==> config.mk <==
export PLATFORM = sky130hd
export DESIGN_NAME = av_st_pkt_arbiter
export DESIGN_NICKNAME = d
export VERILOG_FILES = /design/src/rtl/av_st_pkg.sv /design/src/rtl/av_st_pkt_arbiter_rr_picker.sv /design/src/rtl/av_st_pkt_arbiter.sv
export SDC_FILE = /design/constraint.sdc
export NUM_CORES = 2
export LEC_CHECK = 0
export CAP_MARGIN = 20
export CORE_AREA = 10 10 693 695
export CTS_CLUSTER_SIZE = 14
export DETAILED_ROUTE_END_ITERATION = 16
export DIE_AREA = 0 0 703 705
export GPL_TIMING_DRIVEN = 0
export HOLD_SLACK_MARGIN = 0.08
export PLACE_DENSITY = 0.3
export SLEW_MARGIN = 20
export SYNTH_ARGS = -nofsm -noshare
export SYNTH_HDL_FRONTEND = slang
export SYNTH_SLANG_ARGS = --single-unit
==> constraint.sdc <==
create_clock -name clk -period 37 [get_ports clk]
set_input_delay 7.4 -clock clk [delete_from_list [all_inputs] [get_ports clk]]
set_output_delay 7.4 -clock clk [all_outputs]
set_load 0.03 [all_outputs]
==> src/rtl/av_st_pkg.sv <==
// Shared Avalon-ST definitions for the packet arbiter slice.
//  - TDATA_WIDTH / EMPTY_WIDTH : default bus widths (empty is one bit per data byte)
//  - av_beat_t                 : one Avalon-ST beat at the default widths
//  - arb_state_e               : arbiter FSM states
package av_st_pkg;

  localparam int TDATA_WIDTH = 512;
  localparam int EMPTY_WIDTH = TDATA_WIDTH / 8;

  typedef struct packed {
    logic [TDATA_WIDTH-1:0] data;
    logic [EMPTY_WIDTH-1:0] empty;
    logic                   sop;
    logic                   eop;
    logic                   error;
  } av_beat_t;

  typedef enum logic {
    IDLE,
    BUSY
  } arb_state_e;

endpackage

==> src/rtl/av_st_pkt_arbiter_rr_picker.sv <==
// rr_picker: combinational round-robin selector.
//  req        in  [N]   request vector
//  ptr        in  [IW]  index served last; the search starts at ptr+1 (mod N)
//  gnt_onehot out [N]   one-hot winner (all zero when nothing requests)
//  gnt_idx    out [IW]  binary winner index (0 when nothing requests)
//  found      out 1     at least one request present
module rr_picker #(
  parameter int N  = 2,
  parameter int IW = 1
) (
  input  logic [N-1:0]  req,
  input  logic [IW-1:0] ptr,
  output logic [N-1:0]  gnt_onehot,
  output logic [IW-1:0] gnt_idx,
  output logic          found
);

  int unsigned idx;

  // Candidates are visited from lowest priority (ptr itself) up to highest
  // (ptr+1), so the nearest requester after ptr is the last one written.
  always_comb begin
    gnt_onehot = '0;
    gnt_idx    = '0;
    found      = 1'b0;
    idx        = 0;
    for (int unsigned k = 0; k < N; k++) begin
      idx = (32'(ptr) + N - k) % N;
      if (req[idx]) begin
        gnt_onehot      = '0;
        gnt_onehot[idx] = 1'b1;
        gnt_idx         = IW'(idx);
        found           = 1'b1;
      end
    end
  end

endmodule

==> src/rtl/av_st_pkt_arbiter.sv <==
// av_st_pkt_arbiter: packet-atomic round-robin merge of NUM_PORTS Avalon-ST
// sources onto one Avalon-ST sink. A grant is held from the first beat to EOP;
// one idle arbitration cycle separates packets. Single registered output stage.
//  clk, rst            clock, asynchronous active-high reset
//  s_av_*              per-source beat inputs, s_av_ready per-source outputs
//  m_av_*              merged beat outputs, m_av_channel = granted source index
//  m_av_ready          sink ready
//  pkt_cnt             packets delivered (EOP handshakes on the m side), wraps
//  sop_err             1-cycle pulse: first beat of a grant had SOP=0
module av_st_pkt_arbiter #(
  parameter int NUM_PORTS   = 2,
  parameter int TDATA_WIDTH = 512,
  parameter int EMPTY_WIDTH = TDATA_WIDTH / 8,
  parameter int CH_WIDTH    = (NUM_PORTS > 1) ? $clog2(NUM_PORTS) : 1
) (
  input  logic                                  clk,
  input  logic                                  rst,
  input  logic [NUM_PORTS-1:0][TDATA_WIDTH-1:0] s_av_data,
  input  logic [NUM_PORTS-1:0][EMPTY_WIDTH-1:0] s_av_empty,
  input  logic [NUM_PORTS-1:0]                  s_av_valid,
  input  logic [NUM_PORTS-1:0]                  s_av_startofpacket,
  input  logic [NUM_PORTS-1:0]                  s_av_endofpacket,
  input  logic [NUM_PORTS-1:0]                  s_av_error,
  output logic [NUM_PORTS-1:0]                  s_av_ready,
  output logic [TDATA_WIDTH-1:0]                m_av_data,
  output logic [EMPTY_WIDTH-1:0]                m_av_empty,
  output logic                                  m_av_valid,
  output logic                                  m_av_startofpacket,
  output logic                                  m_av_endofpacket,
  output logic                                  m_av_error,
  output logic [CH_WIDTH-1:0]                   m_av_channel,
  input  logic                                  m_av_ready,
  output logic [31:0]                           pkt_cnt,
  output logic                                  sop_err
);

  import av_st_pkg::*;

  arb_state_e                 state_q, state_d;
  logic [CH_WIDTH-1:0]        grant_q, grant_d;
  logic [NUM_PORTS-1:0]       grant_oh_q, grant_oh_d;
  logic [CH_WIDTH-1:0]        rr_ptr_q, rr_ptr_d;
  logic                       first_beat_q, first_beat_d;

  logic [TDATA_WIDTH-1:0]     m_data_q, m_data_d;
  logic [EMPTY_WIDTH-1:0]     m_empty_q, m_empty_d;
  logic                       m_valid_q, m_valid_d;
  logic                       m_sop_q, m_sop_d;
  logic                       m_eop_q, m_eop_d;
  logic                       m_error_q, m_error_d;
  logic [CH_WIDTH-1:0]        m_channel_q, m_channel_d;
  logic [31:0]                pkt_cnt_q, pkt_cnt_d;
  logic                       sop_err_q, sop_err_d;

  logic                       load;
  logic                       accept;
  logic [NUM_PORTS-1:0]       pick_onehot;
  logic [CH_WIDTH-1:0]        pick_idx;
  logic                       pick_found;

  rr_picker #(
    .N  (NUM_PORTS),
    .IW (CH_WIDTH)
  ) u_rr_picker (
    .req        (s_av_valid),
    .ptr        (rr_ptr_q),
    .gnt_onehot (pick_onehot),
    .gnt_idx    (pick_idx),
    .found      (pick_found)
  );

  // Output register can take a new beat when empty or draining this cycle.
  assign load       = !m_valid_q || m_av_ready;
  assign s_av_ready = (state_q == BUSY && load) ? grant_oh_q : '0;
  assign accept     = (state_q == BUSY) && load && s_av_valid[grant_q];

  always_comb begin
    state_d      = state_q;
    grant_d      = grant_q;
    grant_oh_d   = grant_oh_q;
    rr_ptr_d     = rr_ptr_q;
    first_beat_d = first_beat_q;
    m_data_d     = m_data_q;
    m_empty_d    = m_empty_q;
    m_valid_d    = m_valid_q;
    m_sop_d      = m_sop_q;
    m_eop_d      = m_eop_q;
    m_error_d    = m_error_q;
    m_channel_d  = m_channel_q;
    pkt_cnt_d    = pkt_cnt_q;
    sop_err_d    = 1'b0;

    if (m_valid_q && m_av_ready && m_eop_q) begin
      pkt_cnt_d = pkt_cnt_q + 32'd1;
    end

    if (load) begin
      m_valid_d = accept;
    end

    if (accept) begin
      m_data_d    = s_av_data[grant_q];
      m_empty_d   = s_av_empty[grant_q];
      m_sop_d     = s_av_startofpacket[grant_q];
      m_eop_d     = s_av_endofpacket[grant_q];
      m_error_d   = s_av_error[grant_q];
      m_channel_d = grant_q;
    end

    case (state_q)
      IDLE: begin
        if (pick_found) begin
          grant_d      = pick_idx;
          grant_oh_d   = pick_onehot;
          first_beat_d = 1'b1;
          state_d      = BUSY;
        end
      end
      BUSY: begin
        if (accept) begin
          first_beat_d = 1'b0;
          sop_err_d    = first_beat_q && !s_av_startofpacket[grant_q];
          if (s_av_endofpacket[grant_q]) begin
            rr_ptr_d = grant_q;
            state_d  = IDLE;
          end
        end
      end
      default: state_d = IDLE;
    endcase
  end

  always_ff @(posedge clk or posedge rst) begin
    if (rst) begin
      state_q      <= IDLE;
      grant_q      <= '0;
      grant_oh_q   <= '0;
      rr_ptr_q     <= CH_WIDTH'(NUM_PORTS - 1);
      first_beat_q <= 1'b0;
      m_data_q     <= '0;
      m_empty_q    <= '0;
      m_valid_q    <= 1'b0;
      m_sop_q      <= 1'b0;
      m_eop_q      <= 1'b0;
      m_error_q    <= 1'b0;
      m_channel_q  <= '0;
      pkt_cnt_q    <= '0;
      sop_err_q    <= 1'b0;
    end else begin
      state_q      <= state_d;
      grant_q      <= grant_d;
      grant_oh_q   <= grant_oh_d;
      rr_ptr_q     <= rr_ptr_d;
      first_beat_q <= first_beat_d;
      m_data_q     <= m_data_d;
      m_empty_q    <= m_empty_d;
      m_valid_q    <= m_valid_d;
      m_sop_q      <= m_sop_d;
      m_eop_q      <= m_eop_d;
      m_error_q    <= m_error_d;
      m_channel_q  <= m_channel_d;
      pkt_cnt_q    <= pkt_cnt_d;
      sop_err_q    <= sop_err_d;
    end
  end

  assign m_av_data          = m_data_q;
  assign m_av_empty         = m_empty_q;
  assign m_av_valid         = m_valid_q;
  assign m_av_startofpacket = m_sop_q;
  assign m_av_endofpacket   = m_eop_q;
  assign m_av_error         = m_error_q;
  assign m_av_channel       = m_channel_q;
  assign pkt_cnt            = pkt_cnt_q;
  assign sop_err            = sop_err_q;

endmodule

==> summary.txt <==
CTS
  – CTS resizes: 0
  – Post-CTS setup repair buffer count: 0
  – CTS Buffer Depth: 4
  – Hold-fix buffers at CTS: 0
  – CTS tree: done
  – Clk Latency, worst-skew pair: 0.82 ns
  – CTS Buf Count: 97
  – Root buf cell: clkbuf_16
  – Reg clk slew, reported paths: 0.05 ns
  – Num Clock Sinks: roughly 620
  – H-tree depth: 3

Global routing
  – Largest net degree at the start of global routing: 93
  – Gr usage total: 13.6%
  – Overflow after GRT: 0
  – Number of global-route vias before repair: roughly 32000
  – Global-route wire length before repair: about 430000 um
  – Antenna violations before repair: approximately 330

Finish
  – Final net count: ~5700
  – Max FFs per register: 512
  – Cell area after layout: around 57000 um2
  – Layout cells sized above 1: ~5.6%
  – Cell Count, Final, Fillers Out: 10900
  – Layout area overhead: 104%
  – Fillers: 53200

Logic synthesis
  – Synth Net Count: approximately 3800
  – Flops & latches, synth: 619
  – Post-Syn Area per Cell: 10.5 um2
  – Register area share after synthesis: ~55%
  – Yosys Warn Count: 0
  – Cell area after synthesis: 28000 um2
  – Post-synthesis cell count: 2667
  – Yosys cell types: 32

Timing
  – Slew Limit Fails: 0
  – RSZ-0062 raised after global routing: no
  – Max Clock Skew: ~0.036 ns
  – Worst slew pin tran: 1.24 ns
  – Setup-failing EPs final: 0
  – Slew HR: between 10% and 20%
  – Tmin final: roughly 17 ns
  – Fin Hold WS: 0.476 ns
  – Final Hold Fails: 0
  – Period utilisation layout: 45.9%
  – Fmax: 58.9 MHz

Setup path
  – Worst EP arrival: roughly 9.6 ns
  – Startpoint Class: input port
  – Critical Path, Cell by Cell: clkdlybuf4s50_1 -> nand2b_2 -> and3_1 -> clkdlybuf4s50_1
  – CP endpoint kind: output port
  – CP required: 29.60 ns
  – CP max-delay cell: clkdlybuf4s50_1
  – Buf/Inv on CP: 2
  – Crit path max fanout: 5
  – Worst path max stage delay: 0.71 ns
  – Critical path's top delay family: buffers and inverters
  – Crit-path most repeated cell: clkdlybuf4s50_1
  – Critical path class: in -> out

Power
  – Total power: 0.00514 W
  – Clock power share: around a fifth
  – P_leak: approximately 22 nW
  – Combinational share of power: 57.8%
  – Sw frac: 49.7%
  – Pwr Density: 89.8 nW/um2
  – Worst vdd ir: about 0.046 mV
  – NetSw: 0.00255 W
  – Reg power frac: 23.5%
  – Int Pwr: 0.00258 W

Place
  – I/O Buffers: 1778
  – DP Cell Count: approximately 11000
  – Detail Placement HPWL: about 320000 um
  – Dpl cell area: 53900 um2
  – RePlAce Congestion: around 0.98

Die
  – Core Box Area: 466000 um2
  – Die width: 703 um
  – Die area: 496000 um2
  – Initial Utilization: 6.01%
  – # IOs: 1779
  – Row Count: 251
  – Die Y: about 700 um

Routing
  – Uppermost layer routed: met5
  – DRC viols: 0
  – Met2 wire len: approximately 170000 um
  – Routed wire length: 353000 um
  – Drt first pass iters: 5
  – WL per Instance: 32.4 um
  – WL met3: approximately 43000 um
  – Vias: 30900
  – Wl on met1: 130000 um
  – Routed Antenna Nets: 0
  – Vias/cell: 2.84
  – First-iteration detailed-routing DRC count: 2088

Run
  – Maxcap violations: 0

Run status
  – Status: finished, final reports clean

Min path
  – Worst hold path type: reg -> reg
-- power by group through the flow --
stage	clock [W]	combinational [W]	sequential [W]
2_1_floorplan	0	0.000779	0.00178
3_3_place_gp	0	0.00304	0.00121
3_5_place_dp	0	0.00305	0.00121
4_1_cts	0.00101	0.00306	0.00121
5_1_grt	0.00103	0.00314	0.00124
6_report	0.000963	0.00297	0.00121
-- final cells by class --
cell class,instances,area (um2),area share [%]
antenna,79,198,0.345
buffer,196,931,1.63
clock buffer,135,2710,4.74
clock inverter,34,434,0.759
inverter,4,22.5,0.0394
multi-input combinational,1848,11600,20.3
sequential,619,15500,27.1
tap,6198,7750,13.6
timing repair buffer,1788,18000,31.5
-- synth_stat cells (all sizes together) --
cell type	n	area [um2]
nor4bb	1	10.0
xnor2	28	245
dfstp	1	26.3
nand3	13	70.1
nor4	1	6.26
a22o	1	8.76
buf	80	474
a32o	1	10.0
clkbuf	116	435
nor2	7	26.3
a31oi	1	6.26
nand2b	2	12.5
nor3	2	10.0
xor2	3	26.3
a21oi	2	10.0
nand4b	2	17.5
mux2i	579	5800
and2	1	6.26
a21o	2	15.0
inv	4	15.0
nand4	13	81.3
o21ai	579	2900
and4	3	26.3
dfrtp	618	15500
mux2	2	22.5
nand2	595	2230
ha	1	12.5
and3	9	56.3
-- metal layers --
| metal | GRT usage (%) | vias to the layer above |
|---|---|---|
| met1 | 14.6 | 15300 |
| li1 | - | 13100 |
| met3 | 7.35 | 645 |
| met2 | 23.6 | 1707 |
| met4 | 2.72 | 176 |
| met5 | 0 | - |
-- through the flow --
stage	util [%]	TNS, ns	worst slack [ns]
after floorplan	-	0	12.27
after CTS	12.2	0	19.89
after global routing	12.2	0	19.87
after detailed placement	11.6	0	19.91
final	12.3	0	20.03
after global placement	11.5	-60.00	-0.305
-- final timing paths --
path	cells after the start	start	end	slack, ns
setup / recovery	4	m_av_ready	s_av_ready[1]	20.03
hold / removal	2	m_av_data[492]$_DFFE_PP0P_	m_av_data[492]$_DFFE_PP0P_	0.48
setup reg to reg	8	grant_q$_DFFE_PP0P_	first_beat_q$_DFFE_PP0P_	32.68
hold reg to reg	2	m_av_data[492]$_DFFE_PP0P_	m_av_data[492]$_DFFE_PP0P_	0.48
max in group asynchronous	5	rst	m_av_data[209]$_DFFE_PP0P_	27.96
min in group asynchronous	2	rst	m_av_data[405]$_DFFE_PP0P_	7.10
-- cells in the final DEF, fill, tap and decap left out, drive strengths merged, types with 3 or more instances in the layout --
master and count:
xor2 3, and4 3, inv 8, nand2 595, nand3 13, xnor2 28
clkinv 16, clkdlybuf4s50 1778, clkbuf 251, and3 9, buf 90, nand4 13
clkinvlp 6, bufinv 8, dfrtp 618, nor2 7, mux2i 579, o21ai 579
diode 79
-- worst min-delay path, cell delays in order (launching register included) --
cell,delay (ns)
dfrtp_1,0.34
nand2_1,0.04
o21ai_0,0.06
-- logic make-up after synthesis --
kind of cell | Yosys count | share of synthesized area [%]
simple gates | 649 | 9.12
mux | 581 | 20.8
compound gates | 586 | 10.5
xor+xnor | 31 | 0.969
flops | 619 | 55.3
fa+ha+maj | 1 | 0.0446
buf+inv | 200 | 3.30
Power figures use the tool's default switching activity.
